## src/rtl/modulator_pwm_gen.sv

```systemverilog
// rtl/modulator_pwm_gen.sv - sample-FIFO driven PWM modulator with nsync/bclk/symb_clk framing strobes
// Optional complementary output pwm_n with dead-time: define COMPL_OUT_EN.
module modulator_pwm_gen #(
  parameter int DATA_WIDTH       = 8,
  parameter int CLKS_PER_STEP    = 10,
  parameter int STEPS_PER_SAMPLE = 255,
  parameter int DEAD_CLKS        = 2
) (
  input  logic                  clk,
  input  logic                  rst,
  input  logic                  enable,
  input  logic                  center_mode,
  input  logic                  underrun_hold,
  input  logic [DATA_WIDTH-1:0] sample,
  input  logic                  empty,
  output logic                  read,
  output logic                  pwm,
`ifdef COMPL_OUT_EN
  output logic                  pwm_n,
`endif
  output logic                  nsync,
  output logic                  bclk,
  output logic                  symb_clk,
  output logic                  underrun
);
  localparam int S  = STEPS_PER_SAMPLE;
  localparam int CW = $clog2(S + 1);
  localparam int PW = (CLKS_PER_STEP > 1) ? $clog2(CLKS_PER_STEP) : 1;
  localparam int MW = (DATA_WIDTH > CW) ? DATA_WIDTH : CW;
  localparam logic [CW-1:0] S_C    = CW'(S);
  localparam logic [CW-1:0] LAST_S = CW'(S - 1);
  localparam logic [CW-1:0] HALF_S = CW'(S / 2);
  localparam logic [PW-1:0] LAST_P = PW'(CLKS_PER_STEP - 1);

  typedef enum logic [1:0] {IDLE, FETCH, RUN} state_t;

  state_t                state, nxt_state;
  logic [PW-1:0]         presc, nxt_presc, adv_presc;
  logic [CW-1:0]         step, nxt_step, adv_step;
  logic [DATA_WIDTH-1:0] duty;
  logic                  mode_c, warm;
  logic                  tick, counting, period_end, fetch_go, nxt_counting, period_start;
  logic [MW-1:0]         duty_x;
  logic [CW-1:0]         dc, lo;
  logic                  raw, pwm_nxt;

  // warm marks a FETCH that overlaps the first clk of a running period; the
  // FETCH after IDLE holds the counters so RUN starts cleanly at step 0.
  always_comb begin
    tick       = (presc == LAST_P);
    adv_presc  = tick ? '0 : presc + 1'b1;
    adv_step   = !tick ? step : ((step == LAST_S) ? '0 : step + 1'b1);
    counting   = (state == RUN) || ((state == FETCH) && warm);
    period_end = (state == RUN) && tick && (step == LAST_S);
    nxt_state  = state;
    nxt_presc  = '0;
    nxt_step   = '0;
    fetch_go   = 1'b0;
    if (!enable) begin
      nxt_state = IDLE;
    end else begin
      if (counting) begin
        nxt_presc = adv_presc;
        nxt_step  = adv_step;
      end
      case (state)
        IDLE: begin
          nxt_state = FETCH;
          fetch_go  = 1'b1;
        end
        FETCH: nxt_state = RUN;
        RUN: begin
          if (period_end) begin
            nxt_state = FETCH;
            fetch_go  = 1'b1;
          end
        end
        default: nxt_state = IDLE;
      endcase
    end
    nxt_counting = enable && ((nxt_state == RUN) || period_end);
    period_start = enable && (((state == FETCH) && !warm) || period_end);
    duty_x  = MW'(duty);
    dc      = (duty_x > MW'(S)) ? S_C : CW'(duty_x);
    lo      = (S_C - dc) >> 1;
    raw     = mode_c ? ((step >= lo) && (step < lo + dc)) : (step < dc);
    pwm_nxt = enable && counting && raw;
  end

  always_ff @(posedge clk or negedge rst) begin
    if (!rst) begin
      state    <= IDLE;
      presc    <= '0;
      step     <= '0;
      duty     <= '0;
      mode_c   <= 1'b0;
      warm     <= 1'b0;
      read     <= 1'b0;
      underrun <= 1'b0;
      nsync    <= 1'b1;
      bclk     <= 1'b0;
      symb_clk <= 1'b0;
    end else begin
      state    <= nxt_state;
      presc    <= nxt_presc;
      step     <= nxt_step;
      read     <= 1'b0;
      underrun <= 1'b0;
      if (fetch_go) begin
        read     <= !empty;
        underrun <= empty;
        if (!empty)
          duty <= sample;
        else if (!underrun_hold)
          duty <= '0;
        mode_c <= center_mode;
        warm   <= (state == RUN);
      end
      nsync    <= !period_start;
      bclk     <= enable && (bclk ^ (counting && tick));
      symb_clk <= nxt_counting && (nxt_step < HALF_S);
    end
  end

`ifdef COMPL_OUT_EN
  localparam int DW = $clog2(DEAD_CLKS + 2);
  localparam logic [DW-1:0] DEAD_SAT = DW'(DEAD_CLKS + 1);

  logic          raw_q;
  logic [DW-1:0] run_len, nxt_len;

  // run_len counts clks the raw level has held, including this one; an output
  // may only assert once the level has been stable for DEAD_CLKS earlier clks.
  always_comb begin
    nxt_len = (pwm_nxt != raw_q) ? DW'(1) :
              ((run_len == DEAD_SAT) ? run_len : run_len + 1'b1);
  end

  always_ff @(posedge clk or negedge rst) begin
    if (!rst) begin
      raw_q   <= 1'b0;
      run_len <= '0;
      pwm     <= 1'b0;
      pwm_n   <= 1'b0;
    end else begin
      raw_q   <= pwm_nxt;
      run_len <= (nxt_state == IDLE) ? '0 : nxt_len;
      pwm     <= pwm_nxt && (nxt_len == DEAD_SAT);
      pwm_n   <= (nxt_state != IDLE) && !pwm_nxt && (nxt_len == DEAD_SAT);
    end
  end
`else
  always_ff @(posedge clk or negedge rst) begin
    if (!rst)
      pwm <= 1'b0;
    else
      pwm <= pwm_nxt;
  end
`endif

endmodule

```

## config.mk

```make
export PLATFORM = sky130hd
export DESIGN_NAME = modulator_pwm_gen
export DESIGN_NICKNAME = d
export VERILOG_FILES = /design/src/rtl/modulator_pwm_gen.sv
export SDC_FILE = /design/constraint.sdc
export NUM_CORES = 1
export LEC_CHECK = 0
export ABC_AREA = 1
export CORE_MARGIN = 8
export CORE_UTILIZATION = 62
export DETAILED_ROUTE_END_ITERATION = 8
export PLACE_DENSITY = 0.84
export REMOVE_ABC_BUFFERS = 1
export SLEW_MARGIN = 10
export SYNTH_ARGS = -nofsm -noshare
export SYNTH_HDL_FRONTEND = slang
export SYNTH_SLANG_ARGS = --single-unit
```

## constraint.sdc

```tcl
create_clock -name clk -period 5.1 [get_ports clk]
set_input_delay 1.02 -clock clk [delete_from_list [all_inputs] [get_ports clk]]
set_output_delay 1.02 -clock clk [all_outputs]
set_load 0.005 [all_outputs]
```

==> reports/summary.txt <==
First-pass GRT wire length: 8.04 mm
Main combinational cell family by area after synthesis: simple AND/OR/NAND/NOR gates
Synth async-reset ratio: 1.00
Clk root buf: clkbuf_4
Post-Synthesis Cells: 287
Tightest Pin Transition: 0.461 ns
Antenna viol nets, final: 0
Fraction of layout cells with a size suffix above 1: 0.0605
Fin crit period: 2.67 ns
Clk_lat worst skew: 0.34 ns
Ranking of synthesized cells by area: dfrtp_1 32%, ha_1 18%, nand2_1 13%, inv_1 7.2%, nor2_1 4.5%
Top-count cell post-synth: nand2_1
Fin. max-slew vios: 0
Final #Nets: 360
Critical Path Start Type: register
1st-iter DRT viols: 81
Number of CTS-inserted buffers: 5
Die width: 76.1 um
Synth Area in XOR/XNOR: 0.0313
Ant diodes: 0
Post-Layout Cell Count: 362
Syn Area/Cell: 7.79 um^2
Worst-path clk slew: 0.10 ns
Post-synthesis simple-gate area fraction: 0.279
I/O pin total: 20
Seq/Total Area, Yosys: 0.336
Initial antenna violation count: 0
Slew headroom: 0.692
Pin count of the biggest net entering global routing: 31
RSZ-0062 raised after global routing: false
Crit path DAT: 2.91 ns
Die height: 76.1 um
LEAKAGE: 1.32 nW
Resize count post-CTS: 0
WHS: 0.488 ns
DRC Markers: 0
Critical path peak fanout: 5
P&R area growth vs syn: 13.7%
CTS tree: built
EDFF count, synth: 0
Global Route Usage Sum: 0.167
Area of the multi-input gates: 0.00131 mm^2
Core box area: 0.00355 mm^2
Max cap viols: 0
Setup ws final: 2.43 ns
Final worst path period share: 0.523
Outcome: finished clean
Main flop type after synthesis: dfrtp_1
H-tree levels: 2
Gpl congestion: 0.806
Yosys cell types: 27
Clk buf depth: 2
Post-CTS setup buffer count: 0
CTS sink count: 30
DR WL/cell: 12.6 um
Initial Utilization: 0.630
# fillers: 285
Dominant cell type by area after synthesis: dfrtp_1
Yosys top cell area share: 0.324
WS Path Type: register to register
Setup Skew: 0.0209 ns
Post-synthesis mux area share: 0
FP Rows: 22
Yosys warnings: 0
Post-Place Cells: 354
Final wirelength: 4.57 mm
Pre-Repair DR Iteration Count: 4
Pwr dens: 284 mW/mm^2
Slowest CP cell: dfrtp_1
Seq cells post-synth: 30
Pre-CTS setup slack: 2.45 ns
DIE AREA: 0.00579 mm^2
Setup violations, final: 0
Synthesized cell area: 0.00224 mm^2
Vias in the first global route: 1876
Cts hold-fix bufs: 0
Crit-path max cell delay: 0.39 ns
Post-Synth Adder-Cell Area: 0.188
Final Util: 0.716
Cell repeated most along the worst path: nand2_1
Seq. cell area: 752 um^2
Via density: 5.19
Crit. End Element: register
Crit-path cells: inv_1 -> ha_1 -> inv_1 -> fa_1 -> o21ai_0 -> nand2_1 -> nand2_1 -> a21oi_1 -> nand2_1 -> nand2_1 -> ha_1 -> nand2_1 -> o21a_1 -> nand2_1 -> nor2_1 -> nor2_1 -> nor2_1
Total grt overflow: 0
HPWL Detailed: 3.57 mm
Min-Delay Path Class: register to register
Peak Freq: 375 MHz
Peak supply drop: 0.161 mV
Setup_tns: 0 ns
Final Hold Fails: 0
Top post-synthesis cells by count: 77 x nand2_1, 43 x inv_1, 32 x ha_1
PortBufs: 19
Total number of vias: 1878
Synth Area in Compound Gates: 0.0884
CP Data Required Time: 5.34 ns
## layout make-up
class,count,area share
clock inverters,1,0.00197
flip-flops and latches,30,0.296
clock buffers,7,0.0216
inverters,43,0.0635
multi-input cells,213,0.516
well taps,48,0.0236
repair buffers,20,0.0777
## where the power goes
| part | leakage (nW) | switching, mW | internal [mW] | total (mW) |
|---|---|---|---|---|
| Sequential | 0.399 | 0.0186 | 0.261 | 0.279 |
| Combinational | 0.883 | 0.171 | 0.124 | 0.295 |
| Clock | 0.0353 | 0.0813 | 0.0667 | 0.148 |
| Total | 1.32 | 0.271 | 0.452 | 0.722 |
## path summary, 6_finish.rpt
check | startpoint | endpoint | slack (ns) | cells past startpoint
min | presc[0]$_DFF_PN0_ | presc[0]$_DFF_PN0_ | 0.49 | 1
min in group asynchronous | rst | presc[3]$_DFF_PN0_ | 1.05 | 2
max reg2reg | duty[1]$_DFFE_PN0P_ | pwm$_DFF_PN0_ | 2.43 | 17
max | duty[1]$_DFFE_PN0P_ | pwm$_DFF_PN0_ | 2.43 | 17
min reg2reg | presc[0]$_DFF_PN0_ | presc[0]$_DFF_PN0_ | 0.49 | 1
max in group asynchronous | rst | nsync$_DFF_PN1_ | 3.72 | 2
## state kept, by name (all words and copies together), names as in the netlist
name and cells:
pwm 1, presc 4, underrun 1, step 8
mode_c 1, nsync 1, bclk 1, warm 1
duty 8, state 2, read 1, symb_clk 1
## critical path: cells and delay by family (launching register included)
kind,cells,cell delay (ns)
flops,1,0.39
buf+inv,2,0.22
compound gates,3,0.56
fa+ha+maj,3,0.85
simple gates,9,0.54
## kinds of logic (layout without fill, tap and decap cells)
kind of cell	after synthesis	count (layout)
fa+ha+maj	33	33
compound gates	35	35
buf+inv	44	71
xor+xnor	8	8
simple gates	137	137
flops	30	30
## through the flow
stage / power (mW) / area [um^2]
2_1_floorplan: 0.502 / 2230
3_3_place_gp: 0.569 / 2480
3_5_place_dp: 0.580 / 2480
4_1_cts: 0.733 / 2540
5_1_grt: 0.788 / 2540
6_report: 0.722 / 2540
## cell usage in the layout (no fill, tap or decap), drive strengths merged, types with 7 or more instances in the layout
master / instances
clkdlybuf4s50: 19
clkbuf: 7
nand4: 7
a21oi: 17
ha: 32
nand2: 79
o21ai: 15
nor2: 31
inv: 43
dfrtp: 29
nand3: 16
## routing by layer
layer / global-route usage / part of all wire / vias to the layer above
met5: 0 / 0 / -
met4: 0.0788 / 0.021 / 0
met3: 0.0366 / 0.033 / 10
met2: 0.295 / 0.50 / 32
met1: 0.187 / 0.44 / 856
li1: - / - / 980
(Power assumes the default switching activity.)
